<file path="config.mk">
export PLATFORM = sky130hd
export DESIGN_NAME = interrupt_drain_sequencer
export DESIGN_NICKNAME = d
export VERILOG_FILES = /design/src/rtl/interrupt_drain_sequencer_pkg.sv /design/src/rtl/interrupt_drain_sequencer_prio_enc.sv /design/src/rtl/interrupt_drain_sequencer.sv
export SDC_FILE = /design/constraint.sdc
export NUM_CORES = 1
export LEC_CHECK = 0
export BUFFER_PORTS_ARGS = -buffer_cell sky130_fd_sc_hd__buf_2
export CAP_MARGIN = 20
export CORE_MARGIN = 4
export CORE_UTILIZATION = 53
export CTS_BUF_LIST = sky130_fd_sc_hd__clkbuf_8
export CTS_CLUSTER_SIZE = 16
export DETAILED_ROUTE_END_ITERATION = 8
export PLACE_DENSITY = 0.85
export SLEW_MARGIN = 40
export SYNTH_ARGS = -nofsm -noshare
export SYNTH_HDL_FRONTEND = slang
export SYNTH_SLANG_ARGS = --single-unit
export TNS_END_PERCENT = 100
</file>
<file path="constraint.sdc">
create_clock -name clk -period 2.1 [get_ports clk]
set_input_delay 0.42 -clock clk [delete_from_list [all_inputs] [get_ports clk]]
set_output_delay 0.42 -clock clk [all_outputs]
set_load 0.02 [all_outputs]
</file>
<file path="src/rtl/interrupt_drain_sequencer_pkg.sv">
// rtl/interrupt_drain_sequencer_pkg.sv - shared types and default sizes for the interrupt drain sequencer
package interrupt_drain_sequencer_pkg;

  localparam int DEF_NUM_IRQ         = 8;
  localparam int DEF_CAUSE_W         = 3;
  localparam int DEF_COOLDOWN_CYCLES = 4;
  localparam int DEF_DRAIN_CNT_W     = 16;

  // Sequencer phases: wait for an interrupt, drain the pipeline, confirm empty,
  // present the trap, then hold off new interrupts for a short window.
  typedef enum logic [2:0] {
    IDLE     = 3'd0,
    DRAIN    = 3'd1,
    SETTLE   = 3'd2,
    TRAP     = 3'd3,
    COOLDOWN = 3'd4
  } int_seq_state_e;

endpackage

</file>
<file path="src/rtl/interrupt_drain_sequencer_prio_enc.sv">
// rtl/interrupt_drain_sequencer_prio_enc.sv - lowest-index-wins priority encoder for masked interrupt lines
module interrupt_priority_encoder
  import interrupt_drain_sequencer_pkg::*;
#(
  parameter int NUM_IRQ = DEF_NUM_IRQ,
  parameter int CAUSE_W = DEF_CAUSE_W
) (
  input  logic [NUM_IRQ-1:0] masked,
  output logic [CAUSE_W-1:0] index,
  output logic               valid
);

  // Scan from the top so the lowest set bit is the last one written and wins.
  always_comb begin
    index = '0;
    valid = |masked;
    for (int i = NUM_IRQ - 1; i >= 0; i--) begin
      if (masked[i]) begin
        index = CAUSE_W'(i);
      end
    end
  end

endmodule

</file>
<file path="src/rtl/interrupt_drain_sequencer.sv">
// rtl/interrupt_drain_sequencer.sv - drains the pipeline and hands one trap request per interrupt to recovery
module interrupt_drain_sequencer
  import interrupt_drain_sequencer_pkg::*;
#(
  parameter int NUM_IRQ         = DEF_NUM_IRQ,
  parameter int CAUSE_W         = DEF_CAUSE_W,
  parameter int COOLDOWN_CYCLES = DEF_COOLDOWN_CYCLES,
  parameter int DRAIN_CNT_W     = DEF_DRAIN_CNT_W
) (
  input  logic                   clk,
  input  logic                   rst,
  input  logic [NUM_IRQ-1:0]     irqPending,
  input  logic [NUM_IRQ-1:0]     irqEnable,
  input  logic                   globalIntEnable,
  input  logic                   wholePipelineEmpty,
  input  logic                   trapAck,
  output logic                   npStageSendBubbleLowerForInterrupt,
  output logic                   takeInterrupt,
  output logic [CAUSE_W-1:0]     interruptCause,
  output logic                   busy,
  output logic [DRAIN_CNT_W-1:0] drainCycles
);

  // Counter is at least one bit wide so a zero-length cooldown still elaborates.
  localparam int CD_W = (COOLDOWN_CYCLES > 1) ? $clog2(COOLDOWN_CYCLES + 1) : 1;

  int_seq_state_e            state_q;
  int_seq_state_e            state_d;
  logic [CD_W-1:0]           cooldown_q;
  logic [CAUSE_W-1:0]        cause_q;
  logic [DRAIN_CNT_W-1:0]    drain_q;
  logic [NUM_IRQ-1:0]        masked_irq;
  logic [CAUSE_W-1:0]        enc_index;
  logic                      enc_valid;
  logic                      active;

  assign masked_irq = irqPending & irqEnable;
  assign active     = globalIntEnable & enc_valid;

  interrupt_priority_encoder #(
    .NUM_IRQ (NUM_IRQ),
    .CAUSE_W (CAUSE_W)
  ) u_prio_enc (
    .masked (masked_irq),
    .index  (enc_index),
    .valid  (enc_valid)
  );

  // State register; reset drops any drain or trap in flight.
  always_ff @(posedge clk) begin
    if (rst) begin
      state_q <= IDLE;
    end else begin
      state_q <= state_d;
    end
  end

  // Next-state selection plus Moore output decode from the registered state.
  always_comb begin
    state_d                            = state_q;
    npStageSendBubbleLowerForInterrupt = 1'b0;
    takeInterrupt                      = 1'b0;
    busy                               = (state_q != IDLE);
    case (state_q)
      IDLE: begin
        if (active) begin
          state_d = DRAIN;
        end
      end
      DRAIN: begin
        npStageSendBubbleLowerForInterrupt = 1'b1;
        // Losing the interrupt takes precedence over seeing the pipeline empty.
        if (!active) begin
          state_d = IDLE;
        end else if (wholePipelineEmpty) begin
          state_d = SETTLE;
        end
      end
      SETTLE: begin
        npStageSendBubbleLowerForInterrupt = 1'b1;
        if (!active) begin
          state_d = IDLE;
        end else if (!wholePipelineEmpty) begin
          state_d = DRAIN;
        end else begin
          state_d = TRAP;
        end
      end
      TRAP: begin
        // Once presented the trap cannot be withdrawn; only the ack moves on.
        npStageSendBubbleLowerForInterrupt = 1'b1;
        takeInterrupt                      = 1'b1;
        if (trapAck) begin
          state_d = (COOLDOWN_CYCLES == 0) ? IDLE : COOLDOWN;
        end
      end
      COOLDOWN: begin
        if (cooldown_q <= CD_W'(1)) begin
          state_d = IDLE;
        end
      end
      default: begin
        state_d = IDLE;
      end
    endcase
  end

  // Cooldown counter: loaded on the acknowledged trap, counts down to the exit.
  always_ff @(posedge clk) begin
    if (rst) begin
      cooldown_q <= '0;
    end else if (state_q == TRAP && state_d == COOLDOWN) begin
      cooldown_q <= CD_W'(COOLDOWN_CYCLES);
    end else if (state_q == COOLDOWN && cooldown_q != '0) begin
      cooldown_q <= cooldown_q - 1'b1;
    end
  end

  // Drain performance counter: restarts when a new drain begins, saturates at all-ones.
  always_ff @(posedge clk) begin
    if (rst) begin
      drain_q <= '0;
    end else if (state_q == IDLE && state_d == DRAIN) begin
      drain_q <= '0;
    end else if (state_q == DRAIN && drain_q != '1) begin
      drain_q <= drain_q + 1'b1;
    end
  end

  // Cause register: captured as the trap is entered and held everywhere else.
  always_ff @(posedge clk) begin
    if (rst) begin
      cause_q <= '0;
    end else if (state_q == SETTLE && state_d == TRAP) begin
      cause_q <= enc_index;
    end
  end

  assign interruptCause = cause_q;
  assign drainCycles    = drain_q;

endmodule

</file>
==> metrics.md <==
| Metric | Value |
|---|---|
| CP Class | reg2reg |
| Post-Route Setup TNS | 0 ns |
| Cell Chain, Critical Path | or3b_4, nor4_4, nand3_1, nor3b_1, nor3_1 |
| Placed inst area | 1640 um^2 |
| DP HPWL | 2560 um |
| Clk_skew | 0.00453 ns |
| Critical Path RT | 2.24 ns |
| Synth Warn # | 0 |
| Max-slew violation count | 0 |
| Crit path max fanout | 10 |
| Buf/Inv on CP | 0 |
| Slew Limit Headroom | 0.628 |
| CTS tree | yes |
| Worst Path Arrival | 2.01 ns |
| DRC | 0 |
| Routed wire length per instance | 13.4 um |
| GRT Overall Usage | 0.197 |
| Die footprint | approximately 3600 um^2 |
| Largest net degree at the start of global routing | 17 |
| First-pass DRT Iterations | 4 |
| CTS buffer count | 3 |
| Hold_buf cts | 0 |
| Syn_area_per_cell | between 8 and 9 um^2 |
| Final hold vios | 0 |
| Final-stage net count | 240 |
| CTS clock-pin slew for the worst setup and hold paths | 0.09 ns |
| Startpoint Class | register |
| Number of global-route vias before repair | 1337 |
| Starting Density | 0.562 |
| Worst Tran Pin Value | 0.558 ns |
| H-tree depth | 1 |
| Row count | 18 |
| Syn Nets | 198 |
| Vias | 1432 |
| Mapped Area | 1420 um^2 |
| Post-route setup slack | 0.232 ns |
| Crit. End Element | register |
| Remaining antenna violation count | 0 |
| Post-synthesis sequential area ratio | 0.353 |
| Post-Route WL | between 3000 and 4000 um |
| Fillers | 211 |
| Ys async rst share | 0 |
| Instance count of the mapped netlist | 173 |
| Yosys top cell area share | 0.353 |
| Dpl ws | around 0.14 ns |
| CP delay by family, top | simple AND/OR/NAND/NOR gates |
| Synth Register Bits | 25 |
| Final setup violation count | 0 |
| Pleak | roughly 0.73 nW |
| Routability cong. | 0.840 |
| Synth Flop Type | dfxtp_1 |
| Clock latency on the worst-skew pair | about 0.27 ns |
| Yosys top cell by area | dfxtp_1 |
| Period utilization | 0.889 |
| Design area | 1690 um^2 |
| EDFF count, synth | 0 |
| Share of cells above drive strength 1 | 0.252 |
| Die H | 59.7 um |
| Crit-path slowest cell | or3b_4 |
| Unrepaired setup endpoints after global routing | no |
| Core area | between 2000 and 3000 um^2 |
| Metal-1 WL | between 1000 and 1500 um |
| Top routing layer used | met4 |
| Outcome | finished clean |
| Clock Tree Buf Depth | 2 |
| Synth cell types | 42 |
| Port Buf Inserts | between 40 and 50 |
| Synthesis-to-finish area growth | 19.1% |
| First-pass GRT wire length | 5390 um |
| Worst VDD drop | about 0.00043 V |
| Antenna Diode Count | 0 |
| IO Pins | 43 |
| Max_cap viols | 0 |
| Final min period | 1.87 ns |
| WL met2 | 1670 um |
| Via density | 5.87 |
| CTS Sinks | 25 |
| Die X | 59.7 um |
| CTS root buf | clkbuf_8 |
| Overflow after GRT | 0 |
| DR WL met3 | 220 um |
| Worst Hold Class | in2reg |
| Initial antenna violation count | 0 |
| Leading post-synthesis cells by cell area | dfxtp_1, nor2_1, nand2_1 |
| Pwr dens | 522 nW/um^2 |
| Max frequency | 535 MHz |
| 1st-iter DRT viols | 34 |
| Slowest stage delay, CP | 0.49 ns |
through the flow:
step / hold slack, ns / std cells / total power [mW] / util
after CTS: 0.441 / 244 / 0.888 / 0.668
after detailed placement: 0.457 / 240 / 0.600 / 0.648
after global routing: 0.449 / 244 / 0.924 / 0.669
final: 0.439 / 244 / 0.880 / 0.669
after global placement: 0.443 / 240 / 0.595 / 0.648
after floorplan: 0.491 / 173 / 0.563 / -
cells in the mapped netlist, drive strengths merged (2+ instances only):
master	instances
mux2i	2
inv	7
o21ai	5
nor4	4
a31oi	8
dfxtp	25
nand4	9
nor3	10
xor2	5
a32o	2
nor2	21
xnor2	5
clkbuf	3
and2	3
nor3b	3
buf	4
a22oi	4
a21boi	3
ha	4
nand2	17
a21oi	7
nand3	5
and3	4
logic make-up after synthesis:
| group | share of synthesized area |
|---|---|
| multiplexers | 0.0141 |
| AO/OA/AOI/OAI | 0.167 |
| adder cells (fa/ha/maj) | 0.0353 |
| buffers and inverters | 0.0495 |
| AND/OR/NAND/NOR | 0.319 |
| XOR/XNOR | 0.0618 |
| flip-flops | 0.353 |
cell type report:
cell class	count	area, um^2	share of cell area
clock buffer	3	41.3	0.0245
clock inverter	1	7.51	0.00445
inverter	7	26.3	0.0156
multi-input combinational	134	848	0.503
sequential	25	500	0.297
tap	30	37.5	0.0223
timing repair buffer	44	225	0.134
per-layer routing:
layer	vias to the layer above	GRT usage
li1	710	-
met4	0	0.0854
met1	671	0.208
met3	5	0.0432
met5	-	0
met2	46	0.367
tightest hold or removal path, cell delays in order:
cell and delay, ns:
buf_2 0.12, nand2_1 0.08, a21oi_1 0.06
where the power goes:
part / leakage, nW / internal, mW / switching [mW] / total [mW]
Combinational: 0.505 / 0.0441 / 0.0607 / 0.105
Clock: 0.0217 / 0.135 / 0.155 / 0.290
Sequential: 0.202 / 0.478 / 0.00778 / 0.486
flip-flops by register name (all words and copies together), names as in the netlist:
name            flops
drainCycles        16
cooldown_q          3
interruptCause      3
state_q             3
final timing paths:
path | startpoint | end | slack, ns | depth (start not counted)
max | state_q[0]$_SDFF_PP0_ | drainCycles[14]$_SDFFE_PP0P_ | 0.23 | 5
min | trapAck | cooldown_q[2]$_SDFFE_PP0P_ | 0.44 | 3
max reg2reg | state_q[0]$_SDFF_PP0_ | drainCycles[14]$_SDFFE_PP0P_ | 0.23 | 5
min reg2reg | interruptCause[2]$_SDFFE_PP0P_ | interruptCause[2]$_SDFFE_PP0P_ | 0.47 | 2
layout by cell type (no fill, tap or decap), drive strengths merged, types with 7 or more instances in the layout:
cell type   n
nand4       9
nand2      17
nor3       10
buf        44
dfxtp      25
nor2       21
a21oi       7
inv         7
a31oi       8
repair_timing:
action / in CTS / in global routing
setup endpoints to repair: 0 / 1
setup buffers: 0 / 0
gates resized for setup: 0 / 1
Note: power is estimated with default switching activity, not from simulation.
